==> src/rtl/hazard_sequencer_if.sv <==
// Hazard unit bundle: pipeline hazard inputs and stall/flush/forward outputs.
// master is the pipeline side, slave is the hazard_sequencer side.
interface hazard_sequencer_if #(
  parameter int WIDTH = 32
);
  logic [4:0]       Rs1D;
  logic [4:0]       Rs2D;
  logic [4:0]       Rs1E;
  logic [4:0]       Rs2E;
  logic [4:0]       RdE;
  logic [1:0]       ResultSrcE;
  logic             PCSrcE;
  logic [4:0]       RdM;
  logic             RegWriteM;
  logic             MemReqM;
  logic             MemReadyM;
  logic [4:0]       RdW;
  logic             RegWriteW;
  logic             StallF;
  logic             StallD;
  logic             StallE;
  logic             StallM;
  logic             FlushD;
  logic             FlushE;
  logic             FlushW;
  logic [1:0]       ForwardAE;
  logic [1:0]       ForwardBE;
  logic             MemTimeout;
  logic [WIDTH-1:0] StallCount;
  logic [WIDTH-1:0] FlushCount;

  modport master (
    output Rs1D, Rs2D, Rs1E, Rs2E, RdE,
    output ResultSrcE, PCSrcE,
    output RdM, RegWriteM, MemReqM, MemReadyM,
    output RdW, RegWriteW,
    input  StallF, StallD, StallE, StallM,
    input  FlushD, FlushE, FlushW,
    input  ForwardAE, ForwardBE,
    input  MemTimeout, StallCount, FlushCount
  );

  modport slave (
    input  Rs1D, Rs2D, Rs1E, Rs2E, RdE,
    input  ResultSrcE, PCSrcE,
    input  RdM, RegWriteM, MemReqM, MemReadyM,
    input  RdW, RegWriteW,
    output StallF, StallD, StallE, StallM,
    output FlushD, FlushE, FlushW,
    output ForwardAE, ForwardBE,
    output MemTimeout, StallCount, FlushCount
  );
endinterface

==> src/rtl/hazard_sequencer.sv <==
// Stall/flush/forward controller with memory wait-state FSM and timeout.
// Define HAZARD_PERF_EN to build the stall/flush performance counters.
module hazard_sequencer #(
  parameter int WIDTH    = 32,
  parameter int MAX_WAIT = 16
) (
  input  logic             clk,
  input  logic             rst,
  hazard_sequencer_if.slave hz
);

  localparam int WAIT_CNT_W = $clog2(MAX_WAIT) + 1;
  localparam logic [WAIT_CNT_W-1:0] CNT_ONE =
    WAIT_CNT_W'(1);
  localparam logic [WAIT_CNT_W-1:0] CNT_LAST =
    WAIT_CNT_W'(MAX_WAIT - 1);

  typedef enum logic [1:0] {
    S_IDLE,
    S_WAIT,
    S_FAULT
  } state_e;

  state_e                state_q;
  state_e                state_d;
  logic [WAIT_CNT_W-1:0] wcnt_q;
  logic [WAIT_CNT_W-1:0] wcnt_d;

  logic mem_stall;
  logic lw_stall;
  logic stall_f;
  logic stall_d;
  logic stall_e;
  logic stall_m;
  logic flush_d;
  logic flush_e;
  logic flush_w;
  logic [1:0] fwd_a;
  logic [1:0] fwd_b;

  always_ff @(posedge clk or negedge rst) begin
    if (!rst) begin
      state_q <= S_IDLE;
      wcnt_q  <= '0;
    end else begin
      state_q <= state_d;
      wcnt_q  <= wcnt_d;
    end
  end

  // Ready has priority over the timeout check on the last wait cycle.
  always_comb begin
    state_d = state_q;
    wcnt_d  = wcnt_q;
    unique case (state_q)
      S_IDLE: begin
        if (hz.MemReqM && !hz.MemReadyM) begin
          state_d = S_WAIT;
          wcnt_d  = CNT_ONE;
        end
      end
      S_WAIT: begin
        if (hz.MemReadyM) begin
          state_d = S_IDLE;
          wcnt_d  = '0;
        end else if (wcnt_q == CNT_LAST) begin
          state_d = S_FAULT;
        end else begin
          wcnt_d = wcnt_q + CNT_ONE;
        end
      end
      S_FAULT: begin
        state_d = S_FAULT;
      end
      default: begin
        state_d = S_IDLE;
        wcnt_d  = '0;
      end
    endcase
  end

  always_comb begin
    mem_stall = 1'b0;
    unique case (state_q)
      S_IDLE:  mem_stall = hz.MemReqM && !hz.MemReadyM;
      S_WAIT:  mem_stall = !hz.MemReadyM;
      S_FAULT: mem_stall = 1'b1;
      default: mem_stall = 1'b0;
    endcase
  end

  assign lw_stall = (hz.ResultSrcE == 2'b01) &&
                    (hz.RdE != 5'd0) &&
                    ((hz.RdE == hz.Rs1D) ||
                     (hz.RdE == hz.Rs2D));

  // Priority: memory wait, then redirect, then load-use.
  always_comb begin
    stall_f = 1'b0;
    stall_d = 1'b0;
    stall_e = 1'b0;
    stall_m = 1'b0;
    flush_d = 1'b0;
    flush_e = 1'b0;
    flush_w = 1'b0;
    if (!rst) begin
      stall_f = 1'b0;
    end else if (mem_stall) begin
      stall_f = 1'b1;
      stall_d = 1'b1;
      stall_e = 1'b1;
      stall_m = 1'b1;
      flush_w = 1'b1;
    end else if (hz.PCSrcE) begin
      flush_d = 1'b1;
      flush_e = 1'b1;
    end else if (lw_stall) begin
      stall_f = 1'b1;
      stall_d = 1'b1;
      flush_e = 1'b1;
    end
  end

  function automatic logic [1:0] fwd_sel(
    input logic [4:0] rs,
    input logic [4:0] rd_m,
    input logic       we_m,
    input logic [4:0] rd_w,
    input logic       we_w
  );
    logic [1:0] sel;
    sel = 2'b00;
    if (we_m && (rd_m != 5'd0) && (rd_m == rs))
      sel = 2'b10;
    else if (we_w && (rd_w != 5'd0) && (rd_w == rs))
      sel = 2'b01;
    return sel;
  endfunction

  always_comb begin
    fwd_a = 2'b00;
    fwd_b = 2'b00;
    if (rst) begin
      fwd_a = fwd_sel(hz.Rs1E, hz.RdM, hz.RegWriteM,
                      hz.RdW, hz.RegWriteW);
      fwd_b = fwd_sel(hz.Rs2E, hz.RdM, hz.RegWriteM,
                      hz.RdW, hz.RegWriteW);
    end
  end

  assign hz.StallF     = stall_f;
  assign hz.StallD     = stall_d;
  assign hz.StallE     = stall_e;
  assign hz.StallM     = stall_m;
  assign hz.FlushD     = flush_d;
  assign hz.FlushE     = flush_e;
  assign hz.FlushW     = flush_w;
  assign hz.ForwardAE  = fwd_a;
  assign hz.ForwardBE  = fwd_b;
  assign hz.MemTimeout = (state_q == S_FAULT);

`ifdef HAZARD_PERF_EN
  logic [WIDTH-1:0] stall_cnt_q;
  logic [WIDTH-1:0] stall_cnt_d;
  logic [WIDTH-1:0] flush_cnt_q;
  logic [WIDTH-1:0] flush_cnt_d;

  always_comb begin
    stall_cnt_d = stall_cnt_q + WIDTH'(stall_f);
    flush_cnt_d = flush_cnt_q + WIDTH'(flush_e);
  end

  always_ff @(posedge clk or negedge rst) begin
    if (!rst) begin
      stall_cnt_q <= '0;
      flush_cnt_q <= '0;
    end else begin
      stall_cnt_q <= stall_cnt_d;
      flush_cnt_q <= flush_cnt_d;
    end
  end

  assign hz.StallCount = stall_cnt_q;
  assign hz.FlushCount = flush_cnt_q;
`else
  assign hz.StallCount = '0;
  assign hz.FlushCount = '0;
`endif

endmodule

==> src/flat_wrapper.sv <==
// flat-port wrapper written by rule: the top's interface ports become plain ports
module hazard_sequencer_flat 
#(
  parameter int WIDTH    = 32,
  parameter int MAX_WAIT = 16
)
  (clk, rst, hz_Rs1D, hz_Rs2D, hz_Rs1E, hz_Rs2E, hz_RdE, hz_ResultSrcE, hz_PCSrcE, hz_RdM, hz_RegWriteM, hz_MemReqM, hz_MemReadyM, hz_RdW, hz_RegWriteW, hz_StallF, hz_StallD, hz_StallE, hz_StallM, hz_FlushD, hz_FlushE, hz_FlushW, hz_ForwardAE, hz_ForwardBE, hz_MemTimeout, hz_StallCount, hz_FlushCount);
  hazard_sequencer_if #(.WIDTH(WIDTH)) hz_i ();
  input  logic clk;
  input  logic rst;
  input wire logic [$bits(hz_i.Rs1D)-1:0] hz_Rs1D;
  input wire logic [$bits(hz_i.Rs2D)-1:0] hz_Rs2D;
  input wire logic [$bits(hz_i.Rs1E)-1:0] hz_Rs1E;
  input wire logic [$bits(hz_i.Rs2E)-1:0] hz_Rs2E;
  input wire logic [$bits(hz_i.RdE)-1:0] hz_RdE;
  input wire logic [$bits(hz_i.ResultSrcE)-1:0] hz_ResultSrcE;
  input wire logic [$bits(hz_i.PCSrcE)-1:0] hz_PCSrcE;
  input wire logic [$bits(hz_i.RdM)-1:0] hz_RdM;
  input wire logic [$bits(hz_i.RegWriteM)-1:0] hz_RegWriteM;
  input wire logic [$bits(hz_i.MemReqM)-1:0] hz_MemReqM;
  input wire logic [$bits(hz_i.MemReadyM)-1:0] hz_MemReadyM;
  input wire logic [$bits(hz_i.RdW)-1:0] hz_RdW;
  input wire logic [$bits(hz_i.RegWriteW)-1:0] hz_RegWriteW;
  output wire logic [$bits(hz_i.StallF)-1:0] hz_StallF;
  output wire logic [$bits(hz_i.StallD)-1:0] hz_StallD;
  output wire logic [$bits(hz_i.StallE)-1:0] hz_StallE;
  output wire logic [$bits(hz_i.StallM)-1:0] hz_StallM;
  output wire logic [$bits(hz_i.FlushD)-1:0] hz_FlushD;
  output wire logic [$bits(hz_i.FlushE)-1:0] hz_FlushE;
  output wire logic [$bits(hz_i.FlushW)-1:0] hz_FlushW;
  output wire logic [$bits(hz_i.ForwardAE)-1:0] hz_ForwardAE;
  output wire logic [$bits(hz_i.ForwardBE)-1:0] hz_ForwardBE;
  output wire logic [$bits(hz_i.MemTimeout)-1:0] hz_MemTimeout;
  output wire logic [$bits(hz_i.StallCount)-1:0] hz_StallCount;
  output wire logic [$bits(hz_i.FlushCount)-1:0] hz_FlushCount;
  assign hz_i.Rs1D = hz_Rs1D;
  assign hz_i.Rs2D = hz_Rs2D;
  assign hz_i.Rs1E = hz_Rs1E;
  assign hz_i.Rs2E = hz_Rs2E;
  assign hz_i.RdE = hz_RdE;
  assign hz_i.ResultSrcE = hz_ResultSrcE;
  assign hz_i.PCSrcE = hz_PCSrcE;
  assign hz_i.RdM = hz_RdM;
  assign hz_i.RegWriteM = hz_RegWriteM;
  assign hz_i.MemReqM = hz_MemReqM;
  assign hz_i.MemReadyM = hz_MemReadyM;
  assign hz_i.RdW = hz_RdW;
  assign hz_i.RegWriteW = hz_RegWriteW;
  assign hz_StallF = hz_i.StallF;
  assign hz_StallD = hz_i.StallD;
  assign hz_StallE = hz_i.StallE;
  assign hz_StallM = hz_i.StallM;
  assign hz_FlushD = hz_i.FlushD;
  assign hz_FlushE = hz_i.FlushE;
  assign hz_FlushW = hz_i.FlushW;
  assign hz_ForwardAE = hz_i.ForwardAE;
  assign hz_ForwardBE = hz_i.ForwardBE;
  assign hz_MemTimeout = hz_i.MemTimeout;
  assign hz_StallCount = hz_i.StallCount;
  assign hz_FlushCount = hz_i.FlushCount;
  hazard_sequencer #(.WIDTH(WIDTH), .MAX_WAIT(MAX_WAIT)) u_core (.clk(clk), .rst(rst), .hz(hz_i));
endmodule
==> config.mk <==
export PLATFORM = sky130hd
export DESIGN_NAME = hazard_sequencer_flat
export DESIGN_NICKNAME = d
export VERILOG_FILES = /design/src/rtl/hazard_sequencer_if.sv /design/src/rtl/hazard_sequencer.sv /design/src/flat_wrapper.sv
export SDC_FILE = /design/constraint.sdc
export NUM_CORES = 1
export LEC_CHECK = 0
export CAP_MARGIN = 20
export CORE_MARGIN = 1
export CORE_UTILIZATION = 32
export CTS_CLUSTER_SIZE = 28
export DETAILED_ROUTE_END_ITERATION = 16
export GPL_TIMING_DRIVEN = 0
export PLACE_DENSITY = 0.82
export SYNTH_ARGS = -nofsm -noshare
export SYNTH_HDL_FRONTEND = slang
export SYNTH_SLANG_ARGS = --single-unit
==> constraint.sdc <==
create_clock -name clk -period 2.42 [get_ports clk]
set_input_delay 0.363 -clock clk [delete_from_list [all_inputs] [get_ports clk]]
set_output_delay 0.363 -clock clk [all_outputs]
set_load 0.05 [all_outputs]
==> impl_metrics.tcl <==
set metrics [dict create \
    async_flop_share_pct 100 \
    nets 339 \
    first_pass_iters 4 \
    cp.required_ns 2.06 \
    synth_seq_cells 7 \
    antennaDiodeCount 0 \
    drive_gt1_share_pct 35.6 \
    max_freq_mhz 424 \
    critPathArrivalTime_ns 2.00 \
    status "complete, no violations" \
    synth_top_area_cell "buf_4" \
    vias 1295 \
    hold_viol_final 0 \
    die_y_um 67.1 \
    nFillCells 381 \
    multiInputGateArea_mm2 0.00101 \
    period_minus_slack_ns 2.36 \
    die_w_um 67.1 \
    cp-start-kind "input pin" \
    clkTransAtPathRegs_ns 0.04 \
    slew_viol_final 0 \
    criticalPathCategory "in -> out" \
    synthTopCellsByCount "67 x buf_4, 25 x xor2_1, 9 x nand2_1" \
    numCtsBuffers 3 \
    grt-ovfl-total 0 \
    grt_use_total_pct 13.7 \
    wl_per_cell_um 9.48 \
    die_area_mm2 0.00450 \
    coreArea_mm2 0.00403 \
    cts.sinks 7 \
    finalCoreUtilization_pct 58.0 \
    clk_latency_ns 0.23 \
    synth_area_mm2 0.00136 \
    dpl-instance-area_mm2 0.00224 \
    cts_tree "built" \
    numPortBuffers 55 \
    place_congestion 0.796 \
    htree_levels 1 \
    drtIter0Drc 38 \
    antenna_found_initial 0 \
    dp_hpwl_mm 2.84 \
    ff_latch_area_um2 175 \
    vias_per_cell 3.79 \
    start_util_pct 33.6 \
    synthDistinctLibCells 32 \
    crit_path_end_kind "primary output" \
    clockRootBuffer "clkbuf_8" \
    grt_pass1_wl_mm 4.80 \
    synthCells 170 \
    synth-main-ff-cell "dfrtp_1" \
    path_max_fanout 2 \
    ir_drop_mv 0.248 \
    dp_cells 338 \
    area_growth_syn_to_layout_pct 72.4 \
    grt_pass1_vias 1103 \
    worst_slack_ns 0.0602 \
    finalClockSkew_ns 0.00591 \
    synth_area_leaders "buf_4 37%, xor2_1 16%, dfrtp_1 13%" \
    timing.hold.ws_ns 0.109 \
    synth.most_common_cell "buf_4" \
    synth.top_cell.area_share_pct 37.1 \
    instances_no_fill 342 \
    pre_cts_ws_ns -0.958 \
    design_area_mm2 0.00234 \
    totalWireLength_mm 3.24 \
    synth_area_per_cell_um2 7.97 \
    ctsHoldBuffers 0 \
    rows 23 \
    drt.antenna.violating_nets 0 \
    min_period_over_period_pct 97.5 \
    powerDensity_mw_per_mm2 359 \
    yosysSeqAreaShare_pct 12.9 \
    clk_path_buf_depth 2 \
    p_leak_nw 1.22 \
    hp-class "in -> async" \
    drc_errors 0 \
    grt_max_degree 15 \
    drv_cap 0 \
    yosys_warnings 0 \
    pin_count 120 \
    setup_violations 0 \
    synth_edf_count 0 \
]
-- registers in the layout, summed over array words and instances, names as in the netlist --
signal          flops
u_core.wcnt_q       5
u_core.state_q      2
-- critical path: stages --
cell and delay, ns:
clkdlybuf4s50_1 0.47, xnor2_1 0.23, nand3_1 0.15, nor4_4 0.36, and2_2 0.21, clkbuf_4 0.22
-- where the power goes --
part           leakage [nW]  total (W)  internal, W  switching (W)
clock                0.0228   0.000168     0.000114      0.0000541
sequential           0.0932   0.000133     0.000125     0.00000734
combinational          1.10   0.000537     0.000189       0.000349
total                  1.22   0.000838     0.000428       0.000410
-- final cells by class --
class	count	area share [%]
clock buffers	4	1.93
inverters	2	0.321
flip-flops and latches	7	7.50
multi-input cells	155	43.3
repair buffers	55	22.4
well taps	50	2.68
plain buffers	69	21.9
-- metrics by stage --
| step | setup TNS (ns) | total power (W) |
|---|---|---|
| 2_1_floorplan | 0 | 0.000539 |
| 3_3_place_gp | -6.33 | 0.000653 |
| 3_5_place_dp | -6.62 | 0.000660 |
| 4_1_cts | 0 | 0.000832 |
| 5_1_grt | -0.0519 | 0.000883 |
| 6_report | 0 | 0.000838 |
-- repair_timing --
item                                   CTS  global route
resized for setup                       66            17
setup endpoints to repair               11            10
cloned                                   0             0
buffers inserted                         0             0
pin swaps                                2             3
endpoints found under the hold margin    0             0
-- cell families (layout without fill, tap and decap cells) --
kind of cell	Yosys count	in the layout	share of synthesized area, %
xor+xnor	32	32	20.7
other cells	1	64	0.277
simple gates	39	39	16.6
buf+inv	71	130	38.2
mux	2	2	1.57
fa+ha+maj	2	2	1.85
compound gates	16	16	7.85
flops	7	7	12.9
-- layer usage --
metal	vias up	wire length [µm]	track usage (%)
li1	680	-	-
met4	0	27	3.19
met5	-	0	0
met2	48	1860	25.6
met1	564	1140	16.4
met3	3	209	1.20
-- worst paths after layout --
check | slack [ns] | start | cells after the start | end
hold / removal | 0.11 | rst | 1 | u_core.wcnt_q[0]$_DFFE_PN0P_
setup reg to reg | 0.56 | u_core.wcnt_q[0]$_DFFE_PN0P_ | 7 | u_core.wcnt_q[0]$_DFFE_PN0P_
min in group clk | 0.52 | u_core.wcnt_q[3]$_DFFE_PN0P_ | 2 | u_core.wcnt_q[3]$_DFFE_PN0P_
max in group asynchronous | 2.06 | rst | 1 | u_core.state_q[0]$_DFFE_PN0P_
hold reg to reg | 0.52 | u_core.wcnt_q[3]$_DFFE_PN0P_ | 2 | u_core.wcnt_q[3]$_DFFE_PN0P_
setup / recovery | 0.06 | hz_Rs1E[1] | 6 | hz_ForwardAE[1]
-- placed cells by master (no fill, tap or decap), types with 2 or more instances in the layout --
cell type and count:
dlygate4sd2_1 8, buf_6 3, clkbuf_1 3, or4_4 4, nor4_4 4, clkbuf_2 3
clkbuf_8 3, clkbuf_4 2, o21ai_0 3, nor2_1 5, buf_4 67, clkdlybuf4s15_2 2
xnor2_1 7, nor2_2 2, conb_1 64, inv_1 2, nor2b_1 2, nand4b_1 2
and2_2 2, dlymetal6s2s_1 3, a21oi_1 3, o211ai_1 2, buf_2 2, ha_1 2
and3_1 2, nand2_1 9, nand3_1 2, dfrtp_1 7, clkdlybuf4s50_1 32, nor3_2 2
xor2_1 25
Note: power is estimated with default switching activity, not from simulation.
